## config.mk

```make
export PLATFORM = sky130hd
export DESIGN_NAME = rr_arbiter_4
export DESIGN_NICKNAME = d
export VERILOG_FILES = /design/src/rtl/rr_arbiter_4.sv
export SDC_FILE = /design/constraint.sdc
export NUM_CORES = 1
export LEC_CHECK = 0
export ABC_AREA = 1
export CAP_MARGIN = 20
export CORE_ASPECT_RATIO = 1.5
export CORE_MARGIN = 2
export CORE_UTILIZATION = 50
export CTS_BUF_LIST = sky130_fd_sc_hd__clkbuf_16
export DETAILED_ROUTE_END_ITERATION = 16
export PLACE_DENSITY_LB_ADDON = 0.15
export REMOVE_ABC_BUFFERS = 1
export SLEW_MARGIN = 30
export SYNTH_ARGS = -nofsm -noshare
export SYNTH_HDL_FRONTEND = slang
export SYNTH_SLANG_ARGS = --single-unit
```

## constraint.sdc

```tcl
create_clock -name clk -period 1.56 [get_ports clk]
set_input_delay 0.234 -clock clk [delete_from_list [all_inputs] [get_ports clk]]
set_output_delay 0.234 -clock clk [all_outputs]
set_load 0.02 [all_outputs]
```

## src/rtl/rr_arbiter_4.sv

```systemverilog
// rtl/rr_arbiter_4.sv - four-requester round-robin arbiter with hold timeout
module rr_arbiter_4 #(
  parameter int unsigned MAX_HOLD = 8
) (
  input  logic       clk,
  input  logic       rst_n,
  input  logic       e,
  input  logic [3:0] req,
  output logic [3:0] gnt,
  output logic [1:0] gnt_idx,
  output logic       gnt_valid,
  output logic       preempt
);

  typedef enum logic {
    IDLE  = 1'b0,
    GRANT = 1'b1
  } state_t;

  state_t     state_q, state_d;
  logic [1:0] ptr_q, ptr_d;
  logic [7:0] hold_q, hold_d;
  logic [3:0] gnt_d;
  logic [1:0] idx_d;
  logic       valid_d;
  logic       preempt_d;

  logic       win_found;
  logic [1:0] win_idx;
  logic [1:0] cand;
  logic       hold_done;
  logic       owner_req;

  assign hold_done = (hold_q == 8'(MAX_HOLD));
  assign owner_req = req[gnt_idx];

  // Rotating priority search starting at ptr; first set request wins
  always_comb begin
    win_found = 1'b0;
    win_idx   = ptr_q;
    cand      = ptr_q;
    for (int k = 0; k < 4; k++) begin
      cand = ptr_q + 2'(k);
      if (!win_found && req[cand]) begin
        win_found = 1'b1;
        win_idx   = cand;
      end
    end
  end

  // Next-state and registered-output values; release causes checked e first
  always_comb begin
    state_d   = state_q;
    ptr_d     = ptr_q;
    hold_d    = hold_q;
    gnt_d     = gnt;
    idx_d     = gnt_idx;
    valid_d   = gnt_valid;
    preempt_d = 1'b0;
    case (state_q)
      IDLE: begin
        if (e && win_found) begin
          state_d = GRANT;
          gnt_d   = 4'b0001 << win_idx;
          idx_d   = win_idx;
          valid_d = 1'b1;
          hold_d  = 8'd1;
        end else begin
          gnt_d   = 4'b0000;
          valid_d = 1'b0;
        end
      end
      GRANT: begin
        if (!e || !owner_req || hold_done) begin
          state_d   = IDLE;
          gnt_d     = 4'b0000;
          valid_d   = 1'b0;
          ptr_d     = gnt_idx + 2'd1;
          hold_d    = 8'd0;
          // Only a forced release of a still-active, enabled owner is a preemption
          preempt_d = e && owner_req;
        end else begin
          hold_d = hold_q + 8'd1;
        end
      end
      default: begin
        state_d = IDLE;
        gnt_d   = 4'b0000;
        valid_d = 1'b0;
        hold_d  = 8'd0;
      end
    endcase
  end

  // State and output registers with asynchronous clear
  always_ff @(posedge clk or negedge rst_n) begin
    if (!rst_n) begin
      state_q   <= IDLE;
      ptr_q     <= 2'd0;
      hold_q    <= 8'd0;
      gnt       <= 4'b0000;
      gnt_idx   <= 2'd0;
      gnt_valid <= 1'b0;
      preempt   <= 1'b0;
    end else begin
      state_q   <= state_d;
      ptr_q     <= ptr_d;
      hold_q    <= hold_d;
      gnt       <= gnt_d;
      gnt_idx   <= idx_d;
      gnt_valid <= valid_d;
      preempt   <= preempt_d;
    end
  end

endmodule

```

# ---- Yosys cells after proc, flatten, opt, wreduce, memory -nomap -nowiden
# Cells that the tools add are included.
dict set report totals {
  regBits 19
  inputBits 7
  output_inout_bits 8
  word_cells 66
}
dict set report classes {
  n_lt_le_gt_ge 5
  bitwise 1
  n_eq_ne 3
  shifts 1
  addsub 5
  n_mux 30
  reduce_logical 14
}
# cell n
set op_table {}
lappend op_table {{8-bit two-way mux} 2}
lappend op_table {{8-bit case mux with 2 select lines} 1}
lappend op_table {{2-bit by 3-bit less-than comparator with 1-bit output (second input constant)} 5}
lappend op_table {{1-bit two-way mux} 14}
lappend op_table {{1-bit binary-select mux with 2-bit select} 5}
lappend op_table {{8-bit by 1-bit adder with 8-bit output (second input constant)} 1}
lappend op_table {{8-bit by 4-bit == test with 1-bit output (second input constant)} 1}
lappend op_table {{4-bit two-way mux} 2}
lappend op_table {{4-bit case mux with 2 select lines} 1}
lappend op_table {{2-bit two-way mux} 3}
lappend op_table {{1-bit logical AND} 5}
lappend op_table {{1-bit zero test} 5}
lappend op_table {{2-bit by 1-bit adder with 2-bit output (second input constant)} 2}
lappend op_table {{2-bit adder (second input constant)} 2}
lappend op_table {{1-bit case mux with 2 select lines} 2}
lappend op_table {{2-bit AND reduction} 2}
lappend op_table {{1-bit by 2-bit << shifter with 4-bit output (first input constant)} 1}
lappend op_table {{1-bit logical OR} 2}
lappend op_table {{2-bit by 1-bit inequality test with 1-bit output (second input constant)} 1}
lappend op_table {{2-bit inequality test (second input constant)} 1}
lappend op_table {{1-bit inverter} 1}

# ---- Logic depth before layout (Yosys ltp)
dict set report depth {
  word_depth 15
  depth_mapped 14
  mapped_depth_nobuf 13
}

# ---- Worst setup path after synthesis
# Ideal clock, no wire load.
dict set report synth_path {
  kind {register to register}
  start {reg gnt_idx[0]}
  end {reg gnt[1]}
  path_stages_with_launch 11
  synth_period_minus_slack_ps 1505
  arrival_ps 1429
  n_path_buf 0
  required_time_ps 1484
  setup_time_ps 76
  slack_ps 55
  path_cell_list {dfrtp_1 -> inv_2 -> a21oi_1 -> o21ai_0 -> nand2_1 -> nand2_1 -> nor2_2 -> nand2_2 -> inv_2 -> nand2_1 -> o21ai_1}
}
dict set report synth_via {
  elab_chain_cells 6
}
# item line_no
set synth_lines {}
lappend synth_lines {{start, declared} 10} ;# output logic [1:0] gnt_idx,
lappend synth_lines {{start signal, assigned} 110} ;# gnt_idx <= idx_d;
lappend synth_lines {{1-bit binary-select mux with 2-bit select} 35} ;# assign owner_req = req[gnt_idx];
lappend synth_lines {{1-bit two-way mux (not written as such)} 35}
lappend synth_lines {{1-bit zero test} 74} ;# if (!e || !owner_req || hold_done) begin
lappend synth_lines {{1-bit logical OR (2 in a row)} 74}
lappend synth_lines {{2-bit by 1-bit inequality test with 1-bit output (no source line)} --}
lappend synth_lines {{end signal, assigned} 109} ;# gnt <= gnt_d;
lappend synth_lines {{end, declared} 9} ;# output logic [3:0] gnt,
# No other way between the ends. The select of a mux whose other input is x is not followed.
# A chain may end at the register's enable or synchronous reset.

# ---- Worst setup path after layout
dict set report layout_path {
  start {reg ptr_q[0]}
  end {reg gnt[0]}
}
dict set report layout_via {
  elab_chain_cells 15
  elab_cells_between_ends 28
  cone_classes {add/sub: 3; shift: 1; mux: 17; reduce/logical: 7}
}
# item line_no
set layout_lines {}
lappend layout_lines {{start, declared} 21} ;# logic [1:0] ptr_q, ptr_d;
lappend layout_lines {{start signal, assigned} 107} ;# ptr_q <= ptr_d;
lappend layout_lines {{parallel branches: the longest is 13 deep, another holds 2-bit by 1-bit adder with 2-bit output} --}
lappend layout_lines {{4-bit two-way mux *} 62} ;# if (e && win_found) begin
lappend layout_lines {{4-bit case mux with 2 select lines *} 60} ;# case (state_q)
# Every way passes the cells marked *. The select of a mux whose other input is x is not followed.

==> reports/qor.txt <==
register area share after synthesis: 35.2%
Post-Syn Area: 0.00135 sq mm
router iterations before antenna repair: 4
Die Y: 67.6 um
Layout area overhead: 50.8%
most instantiated cells after synthesis: nand2_1 (61), nand3_1 (25), dfrtp_1 (19)
Final ANT Viol Nets: 0
XOR/XNOR Fraction of Synth Area: 4.54%
dpl ws: -302 ps
Synth Area in Compound Gates: 7.04%
DR iter-0 viols: 29
largest net degree at the start of global routing: 20
Top FF cell, synth: dfrtp_1
initial antenna violation count: 0
most common cell in the netlist: nand2_1
CTS Buf Count: 3
starting density of the core: 51.6%
CP Capture Type: register
leading post-synthesis cells by cell area: dfrtp_1 (35%), nand2_1 (17%), nand3_1 (9.3%), nand2_2 (6.0%), inv_1 (4.7%)
cell taking the most area after synthesis: dfrtp_1
Multi-input gate area: 985 sq um
Max Fanout on Critical Path: 7
vias in the first global route: 1411
die area: 0.00314 sq mm
Tot GR Track Use: 26.1%
Rel. slew slack: 72.7%
clk_skew: 1.68 ps
GRT overflow: 0
DRT Wirelength: 3.53 mm
fin crit share: 104%
Clock Sinks: 19
CTS tree: yes
Cell Pwr Density: 2070 mW/mm^2
Avg WL per Cell: 13.4 um
count of pins over their slew limit: 0
antenna cells: 0
setup violators final: 6
Async SR Flop Fraction: 100%
Worst-path clk slew: 50 ps
Yosys Warn Count: 0
clk root buf: clkbuf_16
type of origin of the critical path: register
RSZ-0062 raised after global routing: yes
critical path required time: 1750 ps
Die Span X: 46.4 um
FP Rows: 23
Yosys top cell area share: 35.2%
remaining design rule violation count: 0
Mean Syn Cell Area: 7.26 sq um
failing checks: negative setup slack
EDFF count, synth: 0
PortBufs: 14
adder-cell area share of the yosys netlist: 1.85%
Worst Hold Class: in -> async
worst slew pin tran: 406 ps
fin nets: 236
Clock Tree Buf Depth: 2
outcome: finished, violations left
fillers: 183
Setup CP Type: reg -> reg
reg-to-reg slack, setup: -60 ps
Worst Slack Setup Final: -61.0 ps
static leakage: 1.01 nW
VDD IR max: 0.00148 V
main combinational cell family by area after synthesis: simple AND/OR/NAND/NOR gates
arrival time of the worst setup path: 1810 ps
fin crit period: 1620 ps
Worst-Skew Late Latency: 250 ps
Syn Inst Count: 186
register bit count reported by yosys: 19
Hold-fix buffers, CTS: 0
overall power: 0.00421 W
Synth Area in Simple Gates: 42.8%
Ports: 15
core region area: 0.00262 sq mm
GPL Wtd Cong: 0.798
H-tree levels: 1
endpoints failing hold: 0
register area: 479 sq um
vias: 1373
worst hold slack: 315 ps
Max Cap Viol: 0
library cells used by synthesis: 26
via density per instance: 5.22
share of cells above drive strength 1: 43.8%
post-synthesis mux area share: 0%
HPWL after detailed placement: 2.51 mm
first-pass GRT wire length: 5.95 mm
fmax: 617 MHz
==> logic make-up after synthesis <==
kind of cell / count (synthesis)
compound gates: 17
xor+xnor: 7
fa+ha+maj: 2
buf+inv: 26
flops: 19
simple gates: 115
==> path summary, 6_finish.rpt <==
path / cells past startpoint / end / start
max in group asynchronous: 2 / gnt_idx[0] / rst_n
max: 13 / gnt[0] / ptr_q[0]
max reg2reg: 13 / gnt[0] / ptr_q[0]
min in group clk: 2 / gnt_valid / gnt_valid
min: 2 / hold_q[5] / rst_n
min reg2reg: 2 / gnt_valid / gnt_valid
==> cells in the final DEF, fill, tap and decap left out, drive strengths merged <==
master	netlist	final
clkbuf	0	3
inv	21	21
o22ai	1	1
nor2	5	5
nand2	75	75
xnor2	2	2
dlygate4sd2	0	1
dlymetal6s2s	0	3
ha	2	2
o211ai	1	1
nor4	2	2
nand4	6	6
buf	4	26
clkinv	1	2
o21ai	13	13
xor2	5	5
a21oi	2	2
dfrtp	19	19
clkdlybuf4s50	0	10
nand3	27	27
==> state kept, by name, summed over array words and instances (netlist names) <==
register and flops:
gnt_valid 1, ptr_q 2, state_q 1, gnt 4, gnt_idx 2, preempt 1
hold_q 8
==> worst max-delay path, stage by stage (launching register included) <==
cell and delay, ps:
dfrtp_2 440, buf_6 150, buf_6 130, nand2_4 80, nand3_4 90, nand2_8 120, nand2_4 70, nand2_2 60
nand2_2 50, nand2_2 70, nand2_4 70, nor2_4 90, nand3_1 80, nand2_1 60
==> metal layers <==
metal	share of wire, %	global-route usage [%]	up-vias
met5	0	0	-
met4	2.9	13.9	0
met3	1.6	3.21	11
met2	57	46.5	26
met1	38	28.6	655
li1	-	-	681
==> final cells by class <==
type	instances	share of cell area (%)
inverter	22	4.79
timing repair buffer	40	17.1
sequential	19	23.5
clock inverter	1	0.184
clock buffer	3	3.69
tap	37	2.27
multi-input combinational	141	48.4
==> where the power goes <==
group / total (W) / internal (W) / switching, W
combinational: 0.00287 / 0.00117 / 0.00171
sequential: 0.000818 / 0.000642 / 0.000176
clock: 0.000515 / 0.000341 / 0.000174
==> what timing repair did <==
| action | 4_1_cts | 5_1_grt |
|---|---|---|
| setup endpoints to repair | 15 | 18 |
| resized for setup | 38 | 40 |
| buffers inserted | 5 | 2 |
| pin swaps | 19 | 21 |
==> stage by stage <==
stage	setup TNS, ps	std cells	instance area, sq um	util, %
6_report	-235	263	2040	77.7
3_3_place_gp	-3600	252	1650	62.9
4_1_cts	-369	261	1910	72.9
2_1_floorplan	-810	182	1320	-
3_5_place_dp	-3940	252	1650	62.9
5_1_grt	-1510	263	2040	77.7
Note: power is estimated with default switching activity, not from simulation.
